[src/rtl/pulse_gen_pkg.sv]
// Shared definitions for the pulse generator: FSM state encoding.
package pulse_gen_pkg;

    // Sequence phases; IDLE is the only non-busy state.
    typedef enum logic [1:0] {
        ST_IDLE    = 2'd0,
        ST_DELAY   = 2'd1,
        ST_ACTIVE  = 2'd2,
        ST_HOLDOFF = 2'd3
    } state_e;

endpackage

[src/rtl/pulse_gen_cnt.sv]
// Loadable down-counter shared by all phases of the pulse sequence.
// A phase of N cycles is loaded with N-1; the phase ends on the edge
// where the counter already reads zero.
module pulse_gen_cnt #(
    parameter int CNT_W = 16
) (
    input  logic             clk,
    input  logic             rst_n,
    input  logic             load,
    input  logic [CNT_W-1:0] load_val,
    input  logic             dec,
    output logic             zero
);

    localparam logic [CNT_W-1:0] ONE = CNT_W'(1);

    logic [CNT_W-1:0] cnt;

    // Load has priority; decrement stops at zero so the count never wraps.
    always_ff @(posedge clk or negedge rst_n) begin
        if (!rst_n) begin
            cnt <= '0;
        end else if (load) begin
            cnt <= load_val;
        end else if (dec && (cnt != '0)) begin
            cnt <= cnt - ONE;
        end
    end

    assign zero = (cnt == '0);

endmodule

[src/rtl/pulse_gen.sv]
// Pulse generator: turns a single-cycle trigger into a delayed output pulse
// of programmed width followed by a holdoff dead time. All outputs registered.
module pulse_gen
    import pulse_gen_pkg::*;
#(
    parameter int CNT_W  = 16,
    parameter int RETRIG = 0,
    parameter int MISS_W = 8
) (
    input  logic              clk,
    input  logic              rst_n,
    input  logic              en,
    input  logic              trig,
    input  logic [CNT_W-1:0]  delay,
    input  logic [CNT_W-1:0]  width,
    input  logic [CNT_W-1:0]  holdoff,
    input  logic              clr_miss,
    output logic              y,
    output logic              busy,
    output logic              done,
    output logic [MISS_W-1:0] miss_cnt
);

    localparam logic [CNT_W-1:0]  ONE       = CNT_W'(1);
    localparam logic [MISS_W-1:0] MISS_ONE  = MISS_W'(1);
    localparam bit                RETRIG_EN = (RETRIG != 0);

    state_e           state, state_nx;
    logic [CNT_W-1:0] w_l, h_l;      // width (clamped) and holdoff latched at accept
    logic [CNT_W-1:0] w_eff;
    logic             cnt_ld, cnt_zero;
    logic [CNT_W-1:0] cnt_val;
    logic             start;         // trig accepted (fresh or restart) this edge
    logic             miss;
    logic             done_nx, y_nx, busy_nx;

    // width of 0 behaves as a 1-cycle pulse
    assign w_eff = (width == '0) ? ONE : width;

    pulse_gen_cnt #(.CNT_W(CNT_W)) u_cnt (
        .clk      (clk),
        .rst_n    (rst_n),
        .load     (cnt_ld),
        .load_val (cnt_val),
        .dec      (!cnt_ld),
        .zero     (cnt_zero)
    );

    // State and registered outputs; reset drops y immediately.
    always_ff @(posedge clk or negedge rst_n) begin
        if (!rst_n) begin
            state <= ST_IDLE;
            y     <= 1'b0;
            busy  <= 1'b0;
            done  <= 1'b0;
        end else begin
            state <= state_nx;
            y     <= y_nx;
            busy  <= busy_nx;
            done  <= done_nx;
        end
    end

    // Next state, counter reload, accept/reject decisions.
    // The delay input goes straight into the counter on accept, so only width
    // and holdoff need their own latches. The last ACTIVE edge with no holdoff
    // and the last HOLDOFF edge both behave like IDLE so back-to-back triggers
    // on those edges are accepted.
    always_comb begin
        state_nx = state;
        cnt_ld   = 1'b0;
        cnt_val  = '0;
        start    = 1'b0;
        miss     = 1'b0;
        done_nx  = 1'b0;
        if (!en) begin
            state_nx = ST_IDLE;
        end else begin
            unique case (state)
                ST_IDLE: start = trig;
                ST_DELAY: begin
                    if (trig && RETRIG_EN) begin
                        start = 1'b1;
                    end else begin
                        miss = trig;
                        if (cnt_zero) begin
                            state_nx = ST_ACTIVE;
                            cnt_ld   = 1'b1;
                            cnt_val  = w_l - ONE;
                        end
                    end
                end
                ST_ACTIVE: begin
                    if (cnt_zero && (h_l == '0)) begin
                        done_nx  = 1'b1;
                        state_nx = ST_IDLE;
                        start    = trig;
                    end else if (trig && RETRIG_EN) begin
                        start = 1'b1;
                    end else begin
                        miss = trig;
                        if (cnt_zero) begin
                            done_nx  = 1'b1;
                            state_nx = ST_HOLDOFF;
                            cnt_ld   = 1'b1;
                            cnt_val  = h_l - ONE;
                        end
                    end
                end
                ST_HOLDOFF: begin
                    if (cnt_zero) begin
                        state_nx = ST_IDLE;
                        start    = trig;
                    end else begin
                        miss = trig;
                    end
                end
                default: state_nx = ST_IDLE;
            endcase
            if (start) begin
                cnt_ld = 1'b1;
                if (delay != '0) begin
                    state_nx = ST_DELAY;
                    cnt_val  = delay - ONE;
                end else begin
                    state_nx = ST_ACTIVE;
                    cnt_val  = w_eff - ONE;
                end
            end
        end
    end

    // Output levels follow the state being entered.
    always_comb begin
        y_nx    = (state_nx == ST_ACTIVE);
        busy_nx = (state_nx != ST_IDLE);
    end

    // Capture sequence parameters on every accept, including restarts.
    always_ff @(posedge clk or negedge rst_n) begin
        if (!rst_n) begin
            w_l <= '0;
            h_l <= '0;
        end else if (start) begin
            w_l <= w_eff;
            h_l <= holdoff;
        end
    end

    // Saturating rejected-trigger count; clear beats a same-edge reject.
    always_ff @(posedge clk or negedge rst_n) begin
        if (!rst_n) begin
            miss_cnt <= '0;
        end else if (clr_miss) begin
            miss_cnt <= '0;
        end else if (miss && (miss_cnt != '1)) begin
            miss_cnt <= miss_cnt + MISS_ONE;
        end
    end

endmodule

[config.mk]
export PLATFORM = sky130hd
export DESIGN_NAME = pulse_gen
export DESIGN_NICKNAME = d
export VERILOG_FILES = /design/src/rtl/pulse_gen_pkg.sv /design/src/rtl/pulse_gen_cnt.sv /design/src/rtl/pulse_gen.sv
export SDC_FILE = /design/constraint.sdc
export NUM_CORES = 1
export LEC_CHECK = 0
export CAP_MARGIN = 20
export CORE_MARGIN = 5
export CORE_UTILIZATION = 45
export DETAILED_ROUTE_END_ITERATION = 7
export PLACE_DENSITY_LB_ADDON = 0.1
export SLEW_MARGIN = 20
export SYNTH_ARGS = -nofsm -noshare
export SYNTH_HDL_FRONTEND = slang
export SYNTH_SLANG_ARGS = --single-unit
[constraint.sdc]
create_clock -name clk -period 7.5 [get_ports clk]
set_input_delay 0.75 -clock clk [delete_from_list [all_inputs] [get_ports clk]]
set_output_delay 0.75 -clock clk [all_outputs]
set_load 0.05 [all_outputs]
==> results.txt <==
outcome: complete, no violations
register area share after synthesis: 33.96%
Slew Limit Fails: 0
Rows: 36
Antenna Cells: 0
Hold-fix buffers, CTS: 0
Overall Global Routing Usage: 22.17%
DRC Markers: 0
routed wire length per instance: 18.78 µm
nets@finish: 613
Leakage: 1.984 nW
post-CTS resize count: 0
WHS Path Cells: 1
RSZ-0062 raised after global routing: false
Net Count, Synth: 557
CP endpoint kind: flop
Power Density: 252.5 nW/µm²
fin util: 55.53%
combinational share of power: 33.1%
f_max: 235.1 MHz
CTS buffer count: 9
gate family responsible for the most delay along the worst path: simple AND/OR/NAND/NOR gates
htree depth: 3
Register-to-Register Path Depth: 9
Post-synth EDFFs: 0
first-pass GRT wire length: 20,360 µm
worst reg2reg endpoint: u_cnt.cnt[12]
CP max stage cell: clkdlybuf4s50_1
initial core utilization: 45.98%
Startpoint Class: primary input
1st-iter DRT viols: 306
TritonCTS clock tree: built
post-route ant nets: 0
Worst Hold End: w_l[15]
crit path DAT: 4510 ps
fraction of layout instances using a drive strength above 1: 12.66%
Tmin final: 4254 ps
post-DP HPWL: 9904 µm
min-delay worst type: flop to flop
Net Sw Frac: 35.06%
cell count after synthesis: 493
Req. time, crit path: 7760 ps
Max Root-Sink Buffers: 2
final hold vios: 0
maxcap violations: 0
Clock Latency Late Sink: 350 ps
largest net degree at the start of global routing: 62
setup TNS after final layout: 0 ps
VDD IR max: 0.1348 mV
post-CTS setup buffer count: 0
Layout area overhead: 20.77%
CP cell instances: clkdlybuf4s50_1 -> or3_1 -> nor4_4 -> and2_1 -> a21oi_1 -> ha_1 -> or4b_1 -> nor3_1 -> o31a_1 -> nand2_1 -> or3b_1 -> a31o_2 -> o211ai_1
critical path class: primary input to flop
DIE AREA: 12,090 µm²
vias in the first global route: 3,838
Worst R2R Start: u_cnt.cnt[0]
hold_sp: w_l[15]
post-synth cell types: 67
Slew Limit Headroom: 46.89%
DRT Pass-1 Iters: 5
initial antenna violation count: 0
Post-Route WL: 12,880 µm
Reg clk slew, reported paths: 70 ps
Placeable Area: 9774 µm²
Syn. warnings: 0
switching power: 0.0004804 W
IO Pins: 64
Worst path max stage delay: 570 ps
Sequential Power Share: 41.4%
clock sinks: 61
Pwr Total: 0.001370 W
hold slack: 542.0 ps
via count: 4,053
Buf/Inv on CP: 1
Post-synth top flop: dfrtp_1
Clk pwr share: 25.5%
mapped cell area: 4494 µm²
RePlAce Congestion: 0.9287
Avg Cell Area, Syn: 9.116 µm²
asr flop ratio synth: 100.0%
Critical Path Fanout Max: 17
CTS root buffer: clkbuf_8
GR Overflow Total: 0
R2R Setup Slk: 4040 ps
Die Ht: 109.9 µm
Tightest Pin Transition: 796.7 ps
Port-buffer cells: 63
cell-internal power: 0.0008899 W
# setup viols final: 0
die width: 109.9 µm
Max Clock Skew: 10.04 ps
flops & latches, synth: 61
fin crit share: 56.72%
drt via density: 5.908
sequential cells by signal, summed over array words and instances, names as in the netlist:
signal     cells
u_cnt.cnt     16
busy           1
h_l           16
state          2
miss_cnt       8
done           1
y              1
w_l           16
worst max path at each step:
stage,start,endpoint,cells past startpoint
final,delay[10],u_cnt.cnt[14],13
after global routing,delay[10],u_cnt.cnt[8],13
after CTS,delay[10],u_cnt.cnt[8],13
after detailed placement,delay[10],u_cnt.cnt[8],13
after global placement,delay[10],u_cnt.cnt[14],13
after floorplan,delay[11],u_cnt.cnt[14],15
routing by layer:
layer | track usage (%) | wire length, µm
met5 | 0 | 0
met4 | 6.679 | 246
met3 | 4.228 | 727
met2 | 35.75 | 6065
met1 | 30.07 | 5842
power groups by stage:
stage	Combinational, W	Clock [W]	Sequential [W]
2_1_floorplan	0.000334	0	0.000542
3_3_place_gp	0.000440	0	0.000565
3_5_place_dp	0.000448	0	0.000573
4_1_cts	0.000452	0.000359	0.000567
5_1_grt	0.000500	0.000370	0.000586
6_report	0.000454	0.000349	0.000568
final cells by class:
type | instances | area [µm²]
clock inverter | 4 | 97.59
fill | 909 | 4347
inverter | 13 | 48.80
multi-input combinational | 399 | 2804
clock buffer | 11 | 131.4
tap | 133 | 166.4
sequential | 61 | 1526
timing repair buffer | 65 | 653.1
stage by stage:
step	worst slack (ps)	cells	area (µm²)
finish	3246	686	5428
detailed placement	2947	670	5179
floorplan	3937	493	4494
global placement	3008	670	5179
global route	3020	686	5428
CTS	3301	685	5408
cell usage in the layout, fill, tap and decap left out, types with 11 or more instances in the layout:
cell type        Yosys  final
or3_1               15     15
nand3_1             11     11
a21oi_1             27     27
o22ai_1             11     11
nor2_1              46     46
nor4_1              13     13
inv_1               13     13
mux2_2              32     32
ha_1                11     11
xor2_1              14     14
xnor2_1             35     35
nor3_1              16     16
nand2_1             33     33
clkdlybuf4s50_1      0     62
dfrtp_1             61     61
o21ai_0             19     19
synth_stat cells (3+ instances only):
cell       instances  area, µm²
dfrtp_1           61       1526
nor4_4             3      63.81
a31oi_1            6      37.54
or3_1             15      93.84
o22ai_1           11      68.82
nand2_1           33      123.9
a2111oi_0          3      26.28
o22a_1             3      26.28
nor2_1            46      172.7
a31o_2             3      26.28
inv_1             13      48.80
a22oi_1            4      30.03
a211oi_1           5      37.54
nor3_1            16      80.08
and3_1             3      18.77
o211ai_1           3      22.52
o21ai_0           19      95.09
clkbuf_1           6      22.52
xor2_1            14      122.6
o31ai_1            5      37.54
nor3b_1            5      37.54
o21a_1             5      37.54
and2_1             4      25.02
xnor2_1           35      306.5
o31a_1             4      35.03
nand3b_1           3      22.52
nor4b_1            3      26.28
buf_6              3      33.78
ha_1              11      137.6
mux2_2            32      360.4
or2_2              6      37.54
or4_1              7      52.55
a311oi_1           3      26.28
a21oi_1           27      135.1
nand3_1           11      55.05
nand4_1            4      25.02
nor4_1            13      81.33
buf_2              8      40.04
cells by family (layout without fill, tap and decap cells):
family                   Yosys count  after routing  synth area share, %
AND/OR/NAND/NOR                  183            183                22.58
AO/OA/AOI/OAI                    123            123                18.96
flip-flops                        61             61                33.96
XOR/XNOR                          49             49                9.549
multiplexers                      33             33                8.241
buffers and inverters             33             93                3.647
adder cells (fa/ha/maj)           11             11                3.062
No activity file was read; power rests on OpenSTA's default activity.
